==> config.mk <==
export PLATFORM = sky130hd
export DESIGN_NAME = alu_seq_loader
export DESIGN_NICKNAME = d
export VERILOG_FILES = /design/src/rtl/alu_pkg.sv /design/src/rtl/alu.sv /design/src/rtl/btn_debounce.sv /design/src/rtl/alu_seq_loader.sv
export SDC_FILE = /design/constraint.sdc
export NUM_CORES = 1
export LEC_CHECK = 0
export CAP_MARGIN = 40
export CORE_MARGIN = 3
export CORE_UTILIZATION = 50
export CTS_CLUSTER_DIAMETER = 40
export DETAILED_ROUTE_END_ITERATION = 7
export GPL_TIMING_DRIVEN = 0
export PLACE_DENSITY = 0.69
export REMOVE_ABC_BUFFERS = 1
export SYNTH_ARGS = -nofsm -noshare
export SYNTH_HDL_FRONTEND = slang
export SYNTH_SLANG_ARGS = --single-unit
export TNS_END_PERCENT = 100
==> constraint.sdc <==
create_clock -name clk -period 2.4 [get_ports clk]
set_input_delay 0.24 -clock clk [delete_from_list [all_inputs] [get_ports clk]]
set_output_delay 0.24 -clock clk [all_outputs]
set_load 0.005 [all_outputs]
==> src/rtl/alu_pkg.sv <==
// Shared definitions for the ALU board loader: FSM state encoding,
// ALU opcodes and load-mode constants.
package alu_pkg;

  typedef enum logic [1:0] {
    ST_WAIT_A  = 2'd0,
    ST_WAIT_B  = 2'd1,
    ST_WAIT_OP = 2'd2,
    ST_SHOW    = 2'd3
  } state_t;

  localparam logic [5:0] OP_ADD = 6'b100000;
  localparam logic [5:0] OP_SUB = 6'b100010;
  localparam logic [5:0] OP_AND = 6'b100100;
  localparam logic [5:0] OP_OR  = 6'b100101;

  localparam logic MODE_DIRECT = 1'b0;
  localparam logic MODE_SEQ    = 1'b1;

endpackage

==> src/rtl/alu.sv <==
// Combinational ALU core.
// Ports:
//   i_dato_a, i_dato_b : operands (NB_DATA)
//   i_operador         : opcode (NB_OPERADOR)
//   o_resultado        : result, truncated to NB_DATA; unknown opcodes give 0
module alu
  import alu_pkg::*;
#(
  parameter int unsigned NB_DATA     = 6,
  parameter int unsigned NB_OPERADOR = 6
) (
  input  logic [NB_DATA-1:0]     i_dato_a,
  input  logic [NB_DATA-1:0]     i_dato_b,
  input  logic [NB_OPERADOR-1:0] i_operador,
  output logic [NB_DATA-1:0]     o_resultado
);

  always_comb begin
    o_resultado = '0;
    case (i_operador)
      NB_OPERADOR'(OP_ADD): o_resultado = i_dato_a + i_dato_b;
      NB_OPERADOR'(OP_SUB): o_resultado = i_dato_a - i_dato_b;
      NB_OPERADOR'(OP_AND): o_resultado = i_dato_a & i_dato_b;
      NB_OPERADOR'(OP_OR):  o_resultado = i_dato_a | i_dato_b;
      default:              o_resultado = '0;
    endcase
  end

endmodule

==> src/rtl/btn_debounce.sv <==
// Button conditioner: 2-FF synchroniser, debounce counter and rising-edge
// pulse generator.
// Ports:
//   clk      : system clock
//   i_rst_n  : synchronous reset, active-low
//   i_btn    : raw asynchronous button level
//   o_pulse  : one-cycle pulse, 2 + DEBOUNCE_CYCLES cycles after a clean rise
module btn_debounce #(
  parameter int unsigned DEBOUNCE_CYCLES = 1000000,
  parameter int unsigned NB_DEBOUNCE     = 20
) (
  input  logic clk,
  input  logic i_rst_n,
  input  logic i_btn,
  output logic o_pulse
);

  localparam logic [NB_DEBOUNCE-1:0] CNT_LAST = NB_DEBOUNCE'(DEBOUNCE_CYCLES - 1);

  logic                   sync1;
  logic                   sync2;
  logic                   level;
  logic [1:0]             prime;
  logic [NB_DEBOUNCE-1:0] cnt;

  // The accepted level comes out of reset as "pressed", so a button held
  // through reset has to be seen released before a new press can pulse.
  // Counting waits two cycles for the cleared synchroniser to refill, so
  // its reset zeros are never mistaken for a release.
  always_ff @(posedge clk) begin
    if (!i_rst_n) begin
      sync1   <= 1'b0;
      sync2   <= 1'b0;
      prime   <= '0;
      cnt     <= '0;
      level   <= 1'b1;
      o_pulse <= 1'b0;
    end else begin
      sync1   <= i_btn;
      sync2   <= sync1;
      prime   <= {prime[0], 1'b1};
      o_pulse <= 1'b0;
      if (!prime[1] || (sync2 == level)) begin
        cnt <= '0;
      end else if (cnt == CNT_LAST) begin
        cnt     <= '0;
        level   <= sync2;
        o_pulse <= sync2;
      end else begin
        cnt <= cnt + 1'b1;
      end
    end
  end

endmodule

==> src/rtl/alu_seq_loader.sv <==
// Board-level ALU loader: debounced buttons load operand A, operand B and
// the opcode from the switches, either directly or through a guided
// A -> B -> op sequence, and show the registered ALU result on the LEDs.
// Ports:
//   clk, i_rst_n            : clock, synchronous active-low reset
//   i_sw                    : switch data (opcode in the low NB_OPERADOR bits)
//   i_btn_l/i_btn_c/i_btn_r : raw buttons loading A / B / opcode
//   i_mode                  : 0 direct load, 1 sequenced load
//   o_led                   : registered ALU result
//   o_valid, o_zero         : result complete / complete and zero
//   o_state                 : FSM state
module alu_seq_loader
  import alu_pkg::*;
#(
  parameter int unsigned NB_DATA         = 6,
  parameter int unsigned NB_OPERADOR     = 6,
  parameter int unsigned DEBOUNCE_CYCLES = 1000000,
  parameter int unsigned NB_DEBOUNCE     = 20
) (
  input  logic               clk,
  input  logic               i_rst_n,
  input  logic [NB_DATA-1:0] i_sw,
  input  logic               i_btn_l,
  input  logic               i_btn_c,
  input  logic               i_btn_r,
  input  logic               i_mode,
  output logic [NB_DATA-1:0] o_led,
  output logic               o_valid,
  output logic               o_zero,
  output logic [1:0]         o_state
);

  logic pulse_l, pulse_c, pulse_r;
  logic take_l, take_c, take_r;
  logic mode_q, mode_chg;
  logic seen_a, seen_b, seen_op;
  logic refresh;
  logic valid_d;

  logic [NB_DATA-1:0]     dato_a, dato_b, alu_result, led_d;
  logic [NB_OPERADOR-1:0] operador;
  state_t                 state;

  btn_debounce #(.DEBOUNCE_CYCLES(DEBOUNCE_CYCLES), .NB_DEBOUNCE(NB_DEBOUNCE)) u_db_l (
    .clk(clk), .i_rst_n(i_rst_n), .i_btn(i_btn_l), .o_pulse(pulse_l)
  );
  btn_debounce #(.DEBOUNCE_CYCLES(DEBOUNCE_CYCLES), .NB_DEBOUNCE(NB_DEBOUNCE)) u_db_c (
    .clk(clk), .i_rst_n(i_rst_n), .i_btn(i_btn_c), .o_pulse(pulse_c)
  );
  btn_debounce #(.DEBOUNCE_CYCLES(DEBOUNCE_CYCLES), .NB_DEBOUNCE(NB_DEBOUNCE)) u_db_r (
    .clk(clk), .i_rst_n(i_rst_n), .i_btn(i_btn_r), .o_pulse(pulse_r)
  );

  alu #(.NB_DATA(NB_DATA), .NB_OPERADOR(NB_OPERADOR)) u_alu (
    .i_dato_a(dato_a), .i_dato_b(dato_b), .i_operador(operador), .o_resultado(alu_result)
  );

  // refresh marks the cycle after a load that must reach the LEDs, so
  // o_led/o_valid/o_zero all land two cycles after the button pulse.
  always_comb begin
    take_l   = pulse_l;
    take_c   = pulse_c & ~pulse_l;
    take_r   = pulse_r & ~pulse_l & ~pulse_c;
    mode_chg = (i_mode != mode_q);
    led_d    = refresh ? alu_result : o_led;
    valid_d  = 1'b0;
    if (mode_chg) begin
      led_d = o_led;
    end else if (mode_q == MODE_DIRECT) begin
      valid_d = seen_a & seen_b & seen_op;
    end else begin
      valid_d = (state == ST_SHOW) && !take_l;
    end
  end

  always_ff @(posedge clk) begin
    mode_q <= i_mode;
    if (!i_rst_n) begin
      state    <= ST_WAIT_A;
      dato_a   <= '0;
      dato_b   <= '0;
      operador <= '0;
      seen_a   <= 1'b0;
      seen_b   <= 1'b0;
      seen_op  <= 1'b0;
      refresh  <= 1'b0;
      o_led    <= '0;
      o_valid  <= 1'b0;
      o_zero   <= 1'b0;
    end else begin
      refresh <= 1'b0;
      o_led   <= led_d;
      o_valid <= valid_d;
      o_zero  <= valid_d && (led_d == '0);
      if (mode_chg) begin
        state   <= ST_WAIT_A;
        seen_a  <= 1'b0;
        seen_b  <= 1'b0;
        seen_op <= 1'b0;
      end else if (mode_q == MODE_DIRECT) begin
        state <= ST_WAIT_A;
        if (take_l) begin
          dato_a  <= i_sw;
          seen_a  <= 1'b1;
          refresh <= 1'b1;
        end
        if (take_c) begin
          dato_b  <= i_sw;
          seen_b  <= 1'b1;
          refresh <= 1'b1;
        end
        if (take_r) begin
          operador <= i_sw[NB_OPERADOR-1:0];
          seen_op  <= 1'b1;
          refresh  <= 1'b1;
        end
      end else begin
        case (state)
          ST_WAIT_A: if (take_l) begin
            dato_a <= i_sw;
            state  <= ST_WAIT_B;
          end
          ST_WAIT_B: if (take_c) begin
            dato_b <= i_sw;
            state  <= ST_WAIT_OP;
          end
          ST_WAIT_OP: if (take_r) begin
            operador <= i_sw[NB_OPERADOR-1:0];
            state    <= ST_SHOW;
            refresh  <= 1'b1;
          end
          ST_SHOW: if (take_l) begin
            dato_a <= i_sw;
            state  <= ST_WAIT_B;
          end
          default: state <= ST_WAIT_A;
        endcase
      end
    end
  end

  assign o_state = state;

endmodule

==> out/qor.yml, run 1 <==
status: "finished, violations left"
violations: "setup timing"
start_kind: "register"
dieWidth_um: 104.8
fin_nets: 595
overflow: 0
drc: 0
avgRoutedWirePerCell_um: 12.48
yosysUniqueCellTypes: 50
clock.fmax_ghz: 0.4038
swShare_pct: 22.35
vias: 3644
drt_wl_total_mm: 8.745
num_rows: 35
hold_path.class: "register to register"
max_stage_delay_ps: 370
critPathRequiredTime_ps: 2670
core_sq_um: 9371
synth_area_sq_um: 4882
ir_worst_vdd_mv: 0.3849
cts_hold_buf: 0
pwr-share-seq_pct: 59.9
min_from: "u_db_r.sync1"
die_y_um: 104.8
finalWorstSetupSlack_ps: -76.20
p_sw_mw: 0.6685
ys_top_cells_by_area: "dfxtp_1 44%, nor2_1 7.4%, xor2_1 6.3%, xnor2_1 5.4%, mux2i_1 4.1%"
layout-drive-gt1-share_pct: 8.392
path_class: "register to register"
powerDensity_nw_per_um2: 537.8
syn-mean-instance-area_sq_um: 8.991
area_delta_synth_final_pct: 13.92
finalCritPeriodShare_pct: 103.2
synthCells: 543
synth_edf_count: 0
finalHoldViolCount: 0
comb_power_share_pct: 2.3
slew_headroom_pct: 45.78
multiInputGateArea_sq_um: 2698
dp_hpwl_mm: 6.238
r2r_cells: 10
p_clk_share_pct: 37.8
hold_path_end: "u_db_r.sync2"
clock_sinks: 107
ant_nets: 0
ys_seq_area_share_pct: 43.87
num_io_pins: 22
path_cells: "nor3b_4 > and3_4 > mux2_4 > fa_2 > nand2b_4 > a21oi_2 > xor2_1 > a22oi_1 > o21ai_1 > nor4_2"
drt_iter0_drc: 80
grt_pass1_vias: 3470
finalCriticalPeriod_ps: 2476
yosys_warnings: 0
worstSetupEndpointType: "register"
p_leak_nw: 1.891
n_fill_cell: 873
place.gp.congestion: 0.8356
cts_max_level: 3
dieArea_sq_um: 10990
p_int_mw: 2.323
pre_cts_ws_ps: -382.7
clk_pin_slew_ps: 110
start_util_pct: 52.10
regToRegEndpoint: "o_zero"
slew_violations: 0
slowest_stage: "fa_2"
first_pass_iters: 4
clock_skew_ps: 16.65
grtUsageTotal_pct: 16.68
cp_data_arrival_time_ps: 2750
cp_max_fo: 4
ys_ff_latch: 107
synth_top_area_share_pct: 43.87
ff_latch_area_sq_um: 2150
clk_latency_ps: 360
final_cells: 701
cts_buffer_depth: 2
maxCapViolCount: 0
viasPerCell: 5.198
portBuffers: 21
synth_ff_type: "dfxtp_1"
placed_cells: 679
grt_max_degree: 27
r2r_slack_ps: -80
cts_tree: "done"
grt_first_pass_wirelength_mm: 15.45
antenna_cells: 0
finalSetupViolCount: 2
synth_area_leader_cell: "dfxtp_1"
rsz0062_at_grt: "yes"
root_buffer: "clkbuf_8"
r2r_start: "operador[4]"
antenna_found_initial: 0
tightest_slew_ps: 810.9
async_reset_ff_share_pct: 0
holdPathStages: 1
cts_inserted_buffers: 9
-- placed cells by master, fill, tap and decap left out, types with 3 or more instances in the layout --
master and n:
a211oi_1 4, a21oi_1 6, a22oi_1 4, and2_1 14
and3_1 9, and4_1 4, buf_4 4, clkbuf_8 9
clkdlybuf4s50_1 21, dfxtp_1 103, dfxtp_2 3, ha_1 13
inv_1 14, maj3_1 3, mux2i_1 20, nand2_1 33
nand3_1 28, nand4_1 16, nor2_1 95, nor2b_1 25
nor3_1 6, nor3b_1 4, nor4_1 7, nor4bb_1 4
o21ai_0 6, o21ai_1 4, or3_1 3, xnor2_1 30
xor2_1 35
-- registers in the layout, indices dropped and copies added, names as in the netlist, 2 cells and up --
| signal | count |
|---|---|
| dato_a | 6 |
| dato_b | 6 |
| o_led | 6 |
| o_state | 2 |
| operador | 6 |
| u_db_c.cnt | 20 |
| u_db_l.cnt | 20 |
| u_db_r.cnt | 20 |
-- worst max path at each step --
| stage | startpoint | end | slack, ps | depth (start not counted) |
|---|---|---|---|---|
| 5_1_grt | operador[5] | o_zero | -180 | 11 |
| 3_3_place_gp | i_rst_n | u_db_r.cnt[3] | -460 | 3 |
| 4_1_cts | operador[4] | o_zero | -30 | 12 |
| 6_report | operador[4] | o_zero | -80 | 10 |
| 3_5_place_dp | operador[0] | o_zero | -380 | 10 |
| 2_1_floorplan | operador[3] | o_led[4] | -120 | 10 |
-- cell families (layout without fill, tap and decap cells) --
| logic type | count (synthesis) | after routing | share of synthesized area, % |
|---|---|---|---|
| xor gates and xnor gates | 66 | 66 | 11.99 |
| adders and majority gates | 19 | 19 | 4.869 |
| DFF | 107 | 107 | 43.87 |
| AOI/OAI and AO/OA | 38 | 38 | 5.229 |
| and+or+nand+nor | 262 | 262 | 27.29 |
| buffers and inverters | 30 | 59 | 2.409 |
| muxes | 21 | 21 | 4.331 |
-- what timing repair did --
| action | 4_1_cts | 5_1_grt |
|---|---|---|
| pin swaps | 7 | 7 |
| endpoints found under the hold margin | 0 | 0 |
| endpoints found under the setup margin | 6 | 4 |
| buffers inserted | 4 | 2 |
| gates resized for setup | 20 | 4 |
-- power by group through the flow --
stage | sequential (mW) | combinational (mW) | clock [mW]
2_1_floorplan | 1.83 | 0.0298 | 0
4_1_cts | 1.79 | 0.0711 | 1.17
5_1_grt | 1.79 | 0.0777 | 1.25
6_report | 1.79 | 0.0698 | 1.13
3_5_place_dp | 1.83 | 0.0707 | 0
3_3_place_gp | 1.83 | 0.0677 | 0
-- per-stage QoR --
step           total power, mW  util, %  instance area, sq um  hold WS, ps  setup TNS [ps]
2_1_floorplan            1.861        -                  4821        267.7          -287.7
3_3_place_gp             1.900    55.41                  5192        414.0          -26880
3_5_place_dp             1.904    55.57                  5207        419.2           -1265
4_1_cts                  3.032    59.07                  5535        429.2          -31.11
5_1_grt                  3.126    59.35                  5562        427.3          -429.0
6_report                 2.991    59.35                  5562        442.2          -97.39
-- cell usage after synthesis, types with 3 or more instances --
master	count
o21ai_0	8
xnor2_1	30
nand2_1	33
and4_1	4
a22oi_1	4
mux2i_1	20
nand2b_1	3
xor2_1	35
a211oi_1	4
nor4_1	7
and2_2	3
a21oi_1	8
maj3_1	3
nand4_1	16
nor2_1	96
and2_1	14
nor4bb_1	4
and3_1	9
clkbuf_1	11
or3_1	3
nor3_1	6
inv_1	15
ha_1	15
buf_2	3
nor2b_1	25
nand3_1	28
dfxtp_1	107
nor3b_1	4
-- worst max-delay path: cells and delay by family, from the launching register on --
kind	cells	cell delay [ps]
simple gates	4	850
xor+xnor	1	80
flops	1	350
compound gates	3	420
fa+ha+maj	1	370
mux	1	330
-- final cells by class --
class | instances | area share [%]
multi-input cells | 406 | 48.50
clock inverters | 6 | 1.485
repair buffers | 28 | 5.152
flip-flops and latches | 107 | 38.65
inverters | 15 | 1.012
clock buffers | 10 | 2.295
well taps | 129 | 2.902
-- layer usage --
layer | part of all wire, % | wire length (um) | GRT usage, %
met1 | 48 | 4226 | 21.23
met2 | 48 | 4162 | 28.05
met3 | 2.5 | 222 | 3.953
met4 | 1.5 | 134 | 5.061
met5 | 0 | 0 | 0
No activity file was read; power rests on OpenSTA's default activity.
==> run 2: changes to the inputs <==
- CORE_ASPECT_RATIO: default -> 1.25
==> out/qor.yml, run 2 (same netlist as run 1, synthesis figures left out) <==
status: "finished, violations left"
violations: "setup timing"
pre_cts_ws_ps: -408.8
clk_pin_slew_ps: 70
cp_data_arrival_time_ps: 2720
cts_max_level: 3
core_sq_um: 9320
grt_pass1_vias: 3571
ant_nets: 0
r2r_slack_ps: -60
drt_iter0_drc: 96
p_leak_nw: 1.943
whs_ps: 432.5
drt_wl_total_mm: 9.225
clock_skew_ps: 7.640
cts_inserted_buffers: 9
finalCritPeriodShare_pct: 102.7
num_rows: 39
antenna_cells: 0
area_delta_synth_final_pct: 15.81
finalCriticalPeriod_ps: 2464
path_class: "register to register"
viasPerCell: 5.245
dieWidth_um: 94.38
dieArea_sq_um: 10990
root_buffer: "clkbuf_16"
top_regs: "u_db_c.cnt x20, u_db_l.cnt x20, u_db_r.cnt x20"
finalSetupViolCount: 2
vias: 3656
holdPathStages: 1
hold_path.class: "register to register"
worstSetupEndpointType: "register"
grtUsageTotal_pct: 17.86
start_util_pct: 52.38
antenna_found_initial: 0
clock.fmax_ghz: 0.4058
overflow: 0
slew_headroom_pct: 44.54
fin_nets: 597
r2r_cells: 11
first_pass_iters: 4
drc: 0
layout-drive-gt1-share_pct: 9.408
r2r_start: "operador[3]"
ir_worst_vdd_mv: 0.3288
clock_sinks: 107
cts_tree: "done"
hold_path_end: "u_db_c.prime[1]"
rsz0062_at_grt: "yes"
num_io_pins: 22
setup_tns_ps: -78.59
min_from: "u_db_r.prime[0]"
layout_common_cells: "102 x dfxtp_1, 93 x nor2_1, 35 x xor2_1, 33 x nand2_1, 30 x xnor2_1"
powerDensity_nw_per_um2: 584.6
grt_first_pass_wirelength_mm: 15.77
place.gp.congestion: 0.8663
portBuffers: 21
grt_max_degree: 32
slew_violations: 0
finalWorstSetupSlack_ps: -63.99
dp_hpwl_mm: 6.444
start_kind: "register"
tightest_slew_ps: 826.3
cts_buffer_depth: 2
total_power_mw: 3.306
clk_latency_ps: 340
critPathRequiredTime_ps: 2650
avgRoutedWirePerCell_um: 13.24
die_y_um: 116.5
finalHoldViolCount: 0
regToRegEndpoint: "o_zero"
cp_max_fo: 4
maxCapViolCount: 0
cts_hold_buf: 0
final_common_cell: "dfxtp_1"
## run 2: cell types whose count changed in the layout (fill, tap and decap cells not counted), moves of 2 or more
cell,previous run,this run
buf_4,4,6
clkbuf_16,0,9
clkbuf_8,9,0
clkinv_2,0,3
inv_6,2,0
nor2_1,95,93
nor2_2,0,2
## run 2: final cells by class
class	count	area, sq um
Clock buffer	10	229.0
Clock inverter	6	65.06
Fill cell	823	3666
Inverter	15	56.30
Multi-Input combinational cell	406	2706
Sequential cell	107	2151
Tap cell	123	153.9
Timing Repair Buffer	30	292.8
## run 2: per-layer routing
layer	GRT usage [%]	part of all wire, %	vias to the layer above	wire (um)
li1	-	-	1894	-
met1	20.87	45	1693	4120
met2	31.53	50	49	4653
met3	2.835	2.4	20	217
met4	9.056	2.5	0	234
met5	0	0	-	0
## run 2: worst max-delay path, stage by stage (launching register included)
cell and delay, ps:
dfxtp_2 330, nor3b_4 210, and3_4 240, mux2_4 330
inv_2 70, ha_4 200, nand2b_4 80, a21oi_2 70
xor2_1 170, a221oi_2 290, nand3_1 130, nor4_2 270
## run 2: worst max-delay path by stage
stage | start | to | slack [ps] | depth (start not counted)
after floorplan | operador[3] | o_led[4] | -120 | 10
after global placement | i_rst_n | u_db_r.cnt[2] | -510 | 3
after detailed placement | operador[0] | o_led[4] | -410 | 10
after CTS | operador[4] | o_led[4] | -10 | 10
after global routing | operador[3] | o_zero | -160 | 12
final | operador[3] | o_zero | -60 | 11
## run 2: power breakdown
group	internal (mW)	switching [mW]	total [mW]	leakage (nW)
logic	0.0343	0.0388	0.0731	0.928
clock network	0.813	0.629	1.44	0.148
registers	1.78	0.00766	1.79	0.867
total	2.63	0.676	3.31	1.94
## run 2: per-stage QoR
stage	area, sq um	util (%)	cells
6_report	5654	60.67	697
5_1_grt	5654	60.67	697
4_1_cts	5648	60.60	697
3_5_place_dp	5211	55.91	674
3_3_place_gp	5185	55.63	672
2_1_floorplan	4821	-	528
## run 2: repair_timing
| action | in CTS | in global routing |
|---|---|---|
| resized for setup | 24 | 4 |
| pin swaps | 20 | 9 |
| endpoints found under the setup margin | 6 | 4 |
| buffers inserted | 7 | 0 |
==> run 3: changes to the inputs <==
- PLACE_DENSITY: 0.69 -> 0.68
- SYNTH_HIERARCHICAL: default -> 1
==> out/qor.yml, run 3 <==
status: "finished, violations left"
violations: "setup timing"
synth_ff_type: "dfxtp_1"
r2r_slack_ps: -410
slew_headroom_pct: 41.04
yosys.cell_count.top_type: "dfxtp_1"
startpoint: "operador[4]"
async_reset_ff_share_pct: 0
clk_latency_ps: 350
start_util_pct: 52.05
finalCriticalPeriod_ps: 2808
cp_data_arrival_time_ps: 3100
dieArea_sq_um: 11960
hold_path.class: "register to register"
finalSetupViolCount: 6
rsz0062_at_grt: "yes"
powerDensity_nw_per_um2: 562.0
cts_buffer_depth: 2
vias: 4195
ys_seq_area_share_pct: 41.61
grt_pass1_vias: 3992
top_regs: "u_db_c/cnt x20, u_db_l/cnt x20, u_db_r/cnt x20"
finalHoldViolCount: 0
start_kind: "register"
placed_cells: 715
overflow: 0
path_class: "register to register"
ir_worst_vdd_mv: 0.3441
antenna_cells: 0
fin_nets: 635
regToRegEndpoint: "o_zero"
maxCapViolCount: 0
clock_skew_ps: 6.048
viasPerCell: 5.661
synthTopCellsByCount: "111 x dfxtp_1, 62 x nor2_1, 46 x nand3_1"
num_rows: 41
cts_inserted_buffers: 9
synth_area_leader_cell: "dfxtp_1"
slew_violations: 0
drt_iter0_drc: 202
synthCells: 589
synth_area_sq_um: 5340
clock.fmax_ghz: 0.3561
p_leak_nw: 1.912
dieWidth_um: 98.44
grtUsageTotal_pct: 17.81
place.gp.congestion: 0.8297
drc: 0
worstSetupEndpointType: "register"
p_clk_share_pct: 42.3
synth_edf_count: 0
finalCritPeriodShare_pct: 117.0
ys_top_cells_by_area: "dfxtp_1 42%, xnor2_1 5.9%, nor2_1 4.4%, nand3_1 4.3%, ha_1 3.5%"
finalWorstSetupSlack_ps: -407.9
placed_cell_area_sq_um: 5570
drt_wl_total_mm: 10.32
syn-mean-instance-area_sq_um: 9.066
crit_end: "o_zero"
first_pass_iters: 4
final_common_cell: "dfxtp_1"
root_buffer: "clkbuf_16"
fin_area_sq_um: 5992
cts_max_level: 3
avgRoutedWirePerCell_um: 13.92
dp_hpwl_mm: 7.122
antenna_found_initial: 0
core_sq_um: 10260
final_cells: 741
pwr-share-seq_pct: 55.3
grt_max_degree: 58
clock_sinks: 111
clk_pin_slew_ps: 70
die_y_um: 121.5
synth_top_area_share_pct: 41.61
grt_first_pass_wirelength_mm: 17.77
area_delta_synth_final_pct: 12.21
layout_common_cells: "109 x dfxtp_1, 62 x nor2_1, 46 x nand3_1, 36 x xnor2_1, 35 x nand2_1"
portBuffers: 21
num_io_pins: 22
p_sw_mw: 0.7183
critPathRequiredTime_ps: 2690
ys_ff_latch: 111
yosys_warnings: 6
r2r_cells: 13
layout-drive-gt1-share_pct: 9.804
yosysUniqueCellTypes: 66
r2r_start: "operador[4]"
cts_tree: "done"
swShare_pct: 21.33
ant_nets: 0
comb_power_share_pct: 2.3
tightest_slew_ps: 884.4
cp_max_fo: 6
p_int_mw: 2.649
## run 3: cell count changes in the layout (fill, tap and decap cells not counted), moves of 8 or more
cell / delta
nor4_1: +8
o21ai_1: +16
xor2_1: -16
nor2_1: -31
or4_1: +9
nand3_1: +18
nor2b_1: -18
mux2i_1: -18
a21oi_1: +8
## run 3: metal layers
| metal | GRT usage (%) | vias to the layer above | part of all wire [%] |
|---|---|---|---|
| li1 | - | 2155 | - |
| met1 | 21.65 | 1970 | 45 |
| met2 | 30.80 | 57 | 50 |
| met3 | 4.009 | 13 | 3.4 |
| met4 | 6.661 | 0 | 1.8 |
| met5 | 0 | - | 0 |
## run 3: critical path: stages (launching register included)
cell       delay, ps
dfxtp_2          340
nor3b_4          230
nor3b_4          260
buf_6            150
a22oi_1           90
xnor2_1          150
ha_1             360
o2111ai_2        100
nand4b_1         170
xnor2_1          170
a221o_1          340
nor4_2           150
a31oi_1          130
nor2b_1          120
## run 3: worst min path at each step
| stage | startpoint | slack [ps] | to | depth (start not counted) |
|---|---|---|---|---|
| 6_report | u_db_c/sync1 | 430 | u_db_c/sync2 | 1 |
| 5_1_grt | u_db_r/prime[0] | 460 | u_db_r/prime[1] | 1 |
| 4_1_cts | u_db_c/sync1 | 440 | u_db_c/sync2 | 1 |
| 3_5_place_dp | u_db_c/sync1 | 420 | u_db_c/sync2 | 1 |
| 3_3_place_gp | u_db_c/prime[0] | 410 | u_db_c/prime[1] | 1 |
| 2_1_floorplan | i_mode | 270 | mode_q | 0 |
## run 3: area by class of cell
type,instances,area (sq um)
clock buffers,12,256.5
fillers,924,4268
multi-input cells,433,2954
repair buffers,31,287.8
clock inverters,4,28.78
inverters,21,78.83
flip-flops and latches,111,2225
well taps,129,161.4
## run 3: through the flow
step                setup WS [ps]  util (%)  power, mW  hold WS [ps]  setup TNS (ps)
global route               -607.3     58.40      3.488         462.2           -2193
floorplan                  -509.7         -      1.941         267.7           -1095
detailed placement         -996.2     54.29      1.985         420.0           -3248
finish                     -407.9     58.40      3.368         434.3           -1305
CTS                        -462.7     57.57      3.415         436.7           -1156
global placement            -1116     54.28      1.984         413.4          -42650
## run 3: what timing repair did
action	CTS	global route
buffers inserted	4	6
hold buffers	0	0
pin swaps	3	7
setup endpoints to repair	6	5
resized for setup	5	8
## run 3: cell families (layout without fill, tap and decap cells)
family | after synthesis | in the layout | synth area share (%)
xor+xnor | 56 | 56 | 9.325
compound gates | 87 | 87 | 11.29
simple gates | 271 | 271 | 29.17
buf+inv | 45 | 68 | 4.147
fa+ha+maj | 16 | 16 | 3.889
flops | 111 | 111 | 41.61
mux | 3 | 3 | 0.5623
## run 3: power by group through the flow
stage	sequential [mW]	clock, mW	combinational, mW
2_1_floorplan	1.90	0	0.0365
3_3_place_gp	1.91	0	0.0781
3_5_place_dp	1.91	0	0.0786
4_1_cts	1.86	1.47	0.0786
5_1_grt	1.87	1.54	0.0868
6_report	1.86	1.43	0.0783
